--- src/rtl/stream_checker_pkg.sv ---
// Shared types and helpers for the stream_checker sink: stall modes, FSM states
// and the backpressure LFSR step function.
package stream_checker_pkg;

    typedef enum logic [1:0] {
        MODE_ALWAYS  = 2'd0,
        MODE_NEVER   = 2'd1,
        MODE_RANDOM  = 2'd2,
        MODE_PATTERN = 2'd3
    } stall_mode_e;

    typedef enum logic [1:0] {
        ST_IDLE = 2'd0,
        ST_RUN  = 2'd1,
        ST_DONE = 2'd2
    } state_e;

    // Fibonacci LFSR, taps 16/14/13/11, shifting right with feedback into bit 15.
    function automatic logic [15:0] lfsr16_next(input logic [15:0] s);
        logic fb;
        fb = s[0] ^ s[2] ^ s[3] ^ s[5];
        return {fb, s[15:1]};
    endfunction

endpackage

--- src/rtl/stream_checker_lfsr16.sv ---
// 16-bit backpressure LFSR: synchronous load has priority over advance.
module lfsr16
    import stream_checker_pkg::*;
(
    input  logic        clk,
    input  logic        rst_n,
    input  logic        load_i,
    input  logic [15:0] seed_i,
    input  logic        advance_i,
    output logic [15:0] state_o
);

    logic [15:0] state_q;
    logic [15:0] state_d;

    always_comb begin
        state_d = state_q;
        if (load_i) begin
            state_d = seed_i;
        end else if (advance_i) begin
            state_d = lfsr16_next(state_q);
        end
    end

    always_ff @(posedge clk or negedge rst_n) begin
        if (!rst_n) begin
            state_q <= '0;
        end else begin
            state_q <= state_d;
        end
    end

    assign state_o = state_q;

endmodule

--- config.mk ---
export PLATFORM = sky130hd
export DESIGN_NAME = lfsr16
export DESIGN_NICKNAME = d
export VERILOG_FILES = /design/src/rtl/stream_checker_pkg.sv /design/src/rtl/stream_checker_lfsr16.sv
export SDC_FILE = /design/constraint.sdc
export NUM_CORES = 1
export LEC_CHECK = 0
export ABC_AREA = 0
export ABC_CLOCK_PERIOD_IN_PS = 1000
export BUFFER_PORTS_ARGS = -buffer_cell sky130_fd_sc_hd__buf_2
export CAP_MARGIN = 20
export CORE_AREA = 2 2 61 63
export DETAILED_ROUTE_END_ITERATION = 12
export DIE_AREA = 0 0 63 65
export GPL_TIMING_DRIVEN = 0
export SETUP_SLACK_MARGIN = 0.02
export SYNTH_ARGS = -nofsm -noshare
export SYNTH_HDL_FRONTEND = slang
export SYNTH_SLANG_ARGS = --single-unit
--- constraint.sdc ---
create_clock -name clk -period 1 [get_ports clk]
set_input_delay 0.1 -clock clk [delete_from_list [all_inputs] [get_ports clk]]
set_output_delay 0.1 -clock clk [all_outputs]
set_load 0.005 [all_outputs]
Word level (Yosys, flattened, before mapping)
Cells that the tools add are included.
{ "totals": {"register_bits": 16, "latch_bits": 0, "mem_bits_rw": 0, "rom_bits": 0, "input_bits": 20, "output_inout_bits": 16, "wordCells": 7, "n_memories": 0} }
{ "classes": {"add_sub_neg": 0, "mul": 0, "n_div": 0, "magnitude_cmp": 0, "n_eq_ne": 0, "shift": 0, "muxes": 2, "bitwise_logic": 3, "n_reduce_logical": 1} }
{ "ops": {"columns": ["operator", "n"], "rows": [
  ["two-way mux 16 bit", 2],
  ["bitwise XOR 1 bit", 3],
  ["nonzero test 2 bit", 1]
]} }

Longest topological paths before layout
{ "depth": {"word_depth": 5, "depth_mapped": 5, "depth_no_buf": 3} }

Worst setup path before layout
No wires, ideal clock.
{ "synth_path": {"path_kind": "register to register", "start": "reg state_q[2], in the netlist state_o[2]", "end": "reg state_q[15], in the netlist state_o[15]", "setup_time_ns": 0.124, "t_arrival_ns": 0.787, "required_ns": 0.876, "path_slack_ns": 0.089, "path_stages_with_launch": 4, "path_buffers": 0, "synth_period_minus_slack_ns": 0.911, "path_cell_list": "dfrtp_1 -> xor2_1 -> xnor2_1 -> o21ai_1"} }
{ "synth_via": {"elab_chain_len": 5} }
{ "synth_rtl": {"columns": ["element", "line_no", "rtl"], "rows": [
  ["start: declaration", "stream_checker_lfsr16.sv:13", "logic [15:0] state_q;"],
  ["start signal: assignment", "stream_checker_lfsr16.sv:29", "state_q <= state_d;"],
  ["bitwise XOR 1 bit (3 in a row)", "stream_checker_pkg.sv:21", "fb = s[0] ^ s[2] ^ s[3] ^ s[5];"],
  ["two-way mux 16 bit", "stream_checker_lfsr16.sv:20", "end else if (advance_i) begin"],
  ["two-way mux 16 bit", "stream_checker_lfsr16.sv:18", "if (load_i) begin"]
]} }
No other way between the ends. The select of a mux whose other input is x is not followed.
A chain may end at the register's enable or synchronous reset.

Worst setup path in the final report
{ "layout_path": {"start": "reg state_q[3], in the netlist state_o[3]", "end": "reg state_q[15], in the netlist state_o[15]"} }
{ "layout_via": {"elab_chain_len": 4} }
{ "layout_rtl": {"columns": ["element", "line_no"], "rows": [
  ["bitwise XOR 1 bit (2 in a row)", "stream_checker_pkg.sv:21"],
  ["two-way mux 16 bit", "stream_checker_lfsr16.sv:20"],
  ["two-way mux 16 bit", "stream_checker_lfsr16.sv:18"]
]} }
No other way between the ends. The select of a mux whose other input is x is not followed.

==> out/metrics.yaml <==
synth:
  yosysTopAreaCellShare_pct: 51.2
  synth_area_per_cell_um2: 10.7
  ys_seq_elements: 16
  ys_top_cells_by_area: "dfrtp_1, mux2i_1, nand2_1"
  yosys.area.top_type: "dfrtp_1"
  synth_nets: 93
  syn-cell-area_um2: 782
  ys_types: 14
  yosys_warnings: 0
  synth-seq-area-share_pct: 51.2
  syn_inst: 73
power:
  p_sw_uw: 395
  sequentialPowerShare_pct: 54.0
  leakage_nw: 0.546
  p_total_mw: 1.43
  comb_power_share_pct: 23.4
  clkPwrFrac_pct: 22.7
  power_density_mw_per_mm2: 1350
  switching_share_pct: 27.6
  internal_power_mw: 1.04
  ir_drop_v: 0.000545
clock_tree:
  cts_max_level: 1
  numCtsBuffers: 3
  cts_tree: "built"
  cts-root-buf: "clkbuf_4"
  cts_resized: 0
  clk_path_buf_depth: 2
  clock_latency_ps: 270
  clkTransAtPathRegs_ps: 90
  cts.sinks: 16
timing:
  hold_viol: 0
  timing.setup.tns_ps: 0
  hold_slack_ps: 31.2
  drv_slew: 0
  period_needed_ps: 962
  rsz0062_at_grt: "true"
  timing.final.crit_share_pct: 96.2
  clock_skew_ps: 3.97
  fin_ws_ps: 37.6
  relSlewSlack_pct: 74.8
  worstMarginPinSlew_ps: 378
  finalSetupViolCount: 0
  max_freq_mhz: 1040
status:
  status: "finished clean"
finish:
  multi_input_area_um2: 337
  syn2layout_area_growth_pct: 35.5
  largest_register_ff_count: 16
  fin_nets: 135
  drive_above_1_share_pct: 38.9
  fin_area_mm2: 0.00106
  nFillCells: 394
  regArea_um2: 400
  num_antenna_cells: 0
setup_path:
  worst-setup-path-type: "reg -> reg"
  cp_cell_sequence: "xor2_1 > xnor2_1 > o21ai_1"
  critPathCaptureType: "register"
  start_kind: "register"
  slowest_delay_ps: 420
  crit_buf_inv: 0
  required_ps: 1160
  slowest_stage: "dfrtp_1"
  path_delay_family: "flip-flops"
  cp_max_fo: 4
  critPathArrivalTime_ps: 1120
detailed_routing:
  drc_errors: 0
  drtAntennaViolNets: 0
  viasPerCell: 4.09
  wire_per_inst_um: 11.1
  wirelength_um: 1790
  first_pass_iters: 3
  initialDrtViolationCount: 13
  vias: 659
floorplanning:
  start_util_pct: 22.4
  io_pins: 36
  dieWidth_um: 63
  rows: 22
  fp.coreArea_mm2: 0.00350
  dieArea_mm2: 0.00410
  die_h_um: 65
global_routing:
  grt_use_total_pct: 8.68
  antenna_found_initial: 0
  grt_pass1_wl_um: 2760
  grt_overflow: 0
  grt_pass1_vias: 606
  grt_max_degree: 17
min_path:
  min_path_type: "in -> reg"
place:
  io_buffers: 34
  dp_hpwl_um: 1400
  placed_area_mm2: 0.00101
  pre_cts_ws_ps: 34.4
  gp_congestion: 0.654
job:
  drv_cap: 0
-- cells in the mapped netlist --
library cell	n
dfrtp_1	16
mux2i_1	15
nand2_1	15
o21ai_1	10
o21ai_0	6
buf_2	2
xor2_1	2
a21oi_1	1
buf_12	1
buf_6	1
clkbuf_1	1
nand2b_1	1
nor3b_2	1
xnor2_1	1
-- routing by layer --
| layer | global-route usage, % | wire length [µm] | part of all wire [%] | vias to the layer above |
|---|---|---|---|---|
| li1 | - | - | - | 331 |
| met2 | 14.1 | 887 | 49 | 18 |
| met4 | 3.33 | 0 | 0 | 0 |
| met3 | 2.95 | 161 | 9.0 | 0 |
| met1 | 10.6 | 745 | 42 | 310 |
| met5 | 0 | 0 | 0 | - |
-- metrics by stage --
step	utilization (%)	instances
after CTS	30.3	161
after global routing	30.3	161
after detailed placement	29.0	155
after floorplan	-	73
after global placement	29.0	155
final	30.3	161
-- area by class of cell --
type,instances,area share [%]
plain buffers,5,4.25
well taps,48,5.67
flip-flops and latches,16,37.8
multi-input cells,52,31.8
repair buffers,37,18.4
clock buffers,3,2.13
-- cell usage in the layout (no fill, tap or decap), drive strengths merged --
cell	n
xor2	2
o21ai	16
nor3b	1
clkbuf	4
nand2	15
mux2i	15
dlygate4sd3	1
xnor2	1
buf	40
dfrtp	16
a21oi	1
nand2b	1
-- power by group through the flow --
stage	clock network [mW]	logic, mW	registers, mW
2_1_floorplan	0	0.168	0.789
3_3_place_gp	0	0.319	0.788
3_5_place_dp	0	0.325	0.793
4_1_cts	0.343	0.344	0.777
5_1_grt	0.370	0.375	0.787
6_report	0.325	0.335	0.774
-- cell families after synthesis --
group / Yosys count / synth area share (%)
buffers and inverters: 5 / 5.76
AND/OR/NAND/NOR: 17 / 9.60
XOR/XNOR: 3 / 3.36
AO/OA/AOI/OAI: 17 / 10.9
flip-flops: 16 / 51.2
multiplexers: 15 / 19.2
-- final timing paths --
kind,start,to,slack [ps],depth (start not counted)
setup / recovery,state_o[3],state_o[15],40,3
hold / removal,seed_i[6],state_o[6],30,3
setup reg to reg,state_o[3],state_o[15],40,3
hold reg to reg,state_o[6],state_o[6],590,2
max in group asynchronous,rst_n,state_o[10],460,2
min in group asynchronous,rst_n,state_o[0],270,2
-- repair_timing --
action,4_1_cts,5_1_grt
gates cloned,0,0
setup buffers,2,0
hold endpoints to repair,16,0
hold buffers,1,0
pin swaps,0,3
endpoints found under the setup margin,1,3
-- worst min-delay path: stages --
cell     delay (ps)
buf_2            70
nand2_1          40
o21ai_1          60
No activity file was read; power rests on OpenSTA's default activity.
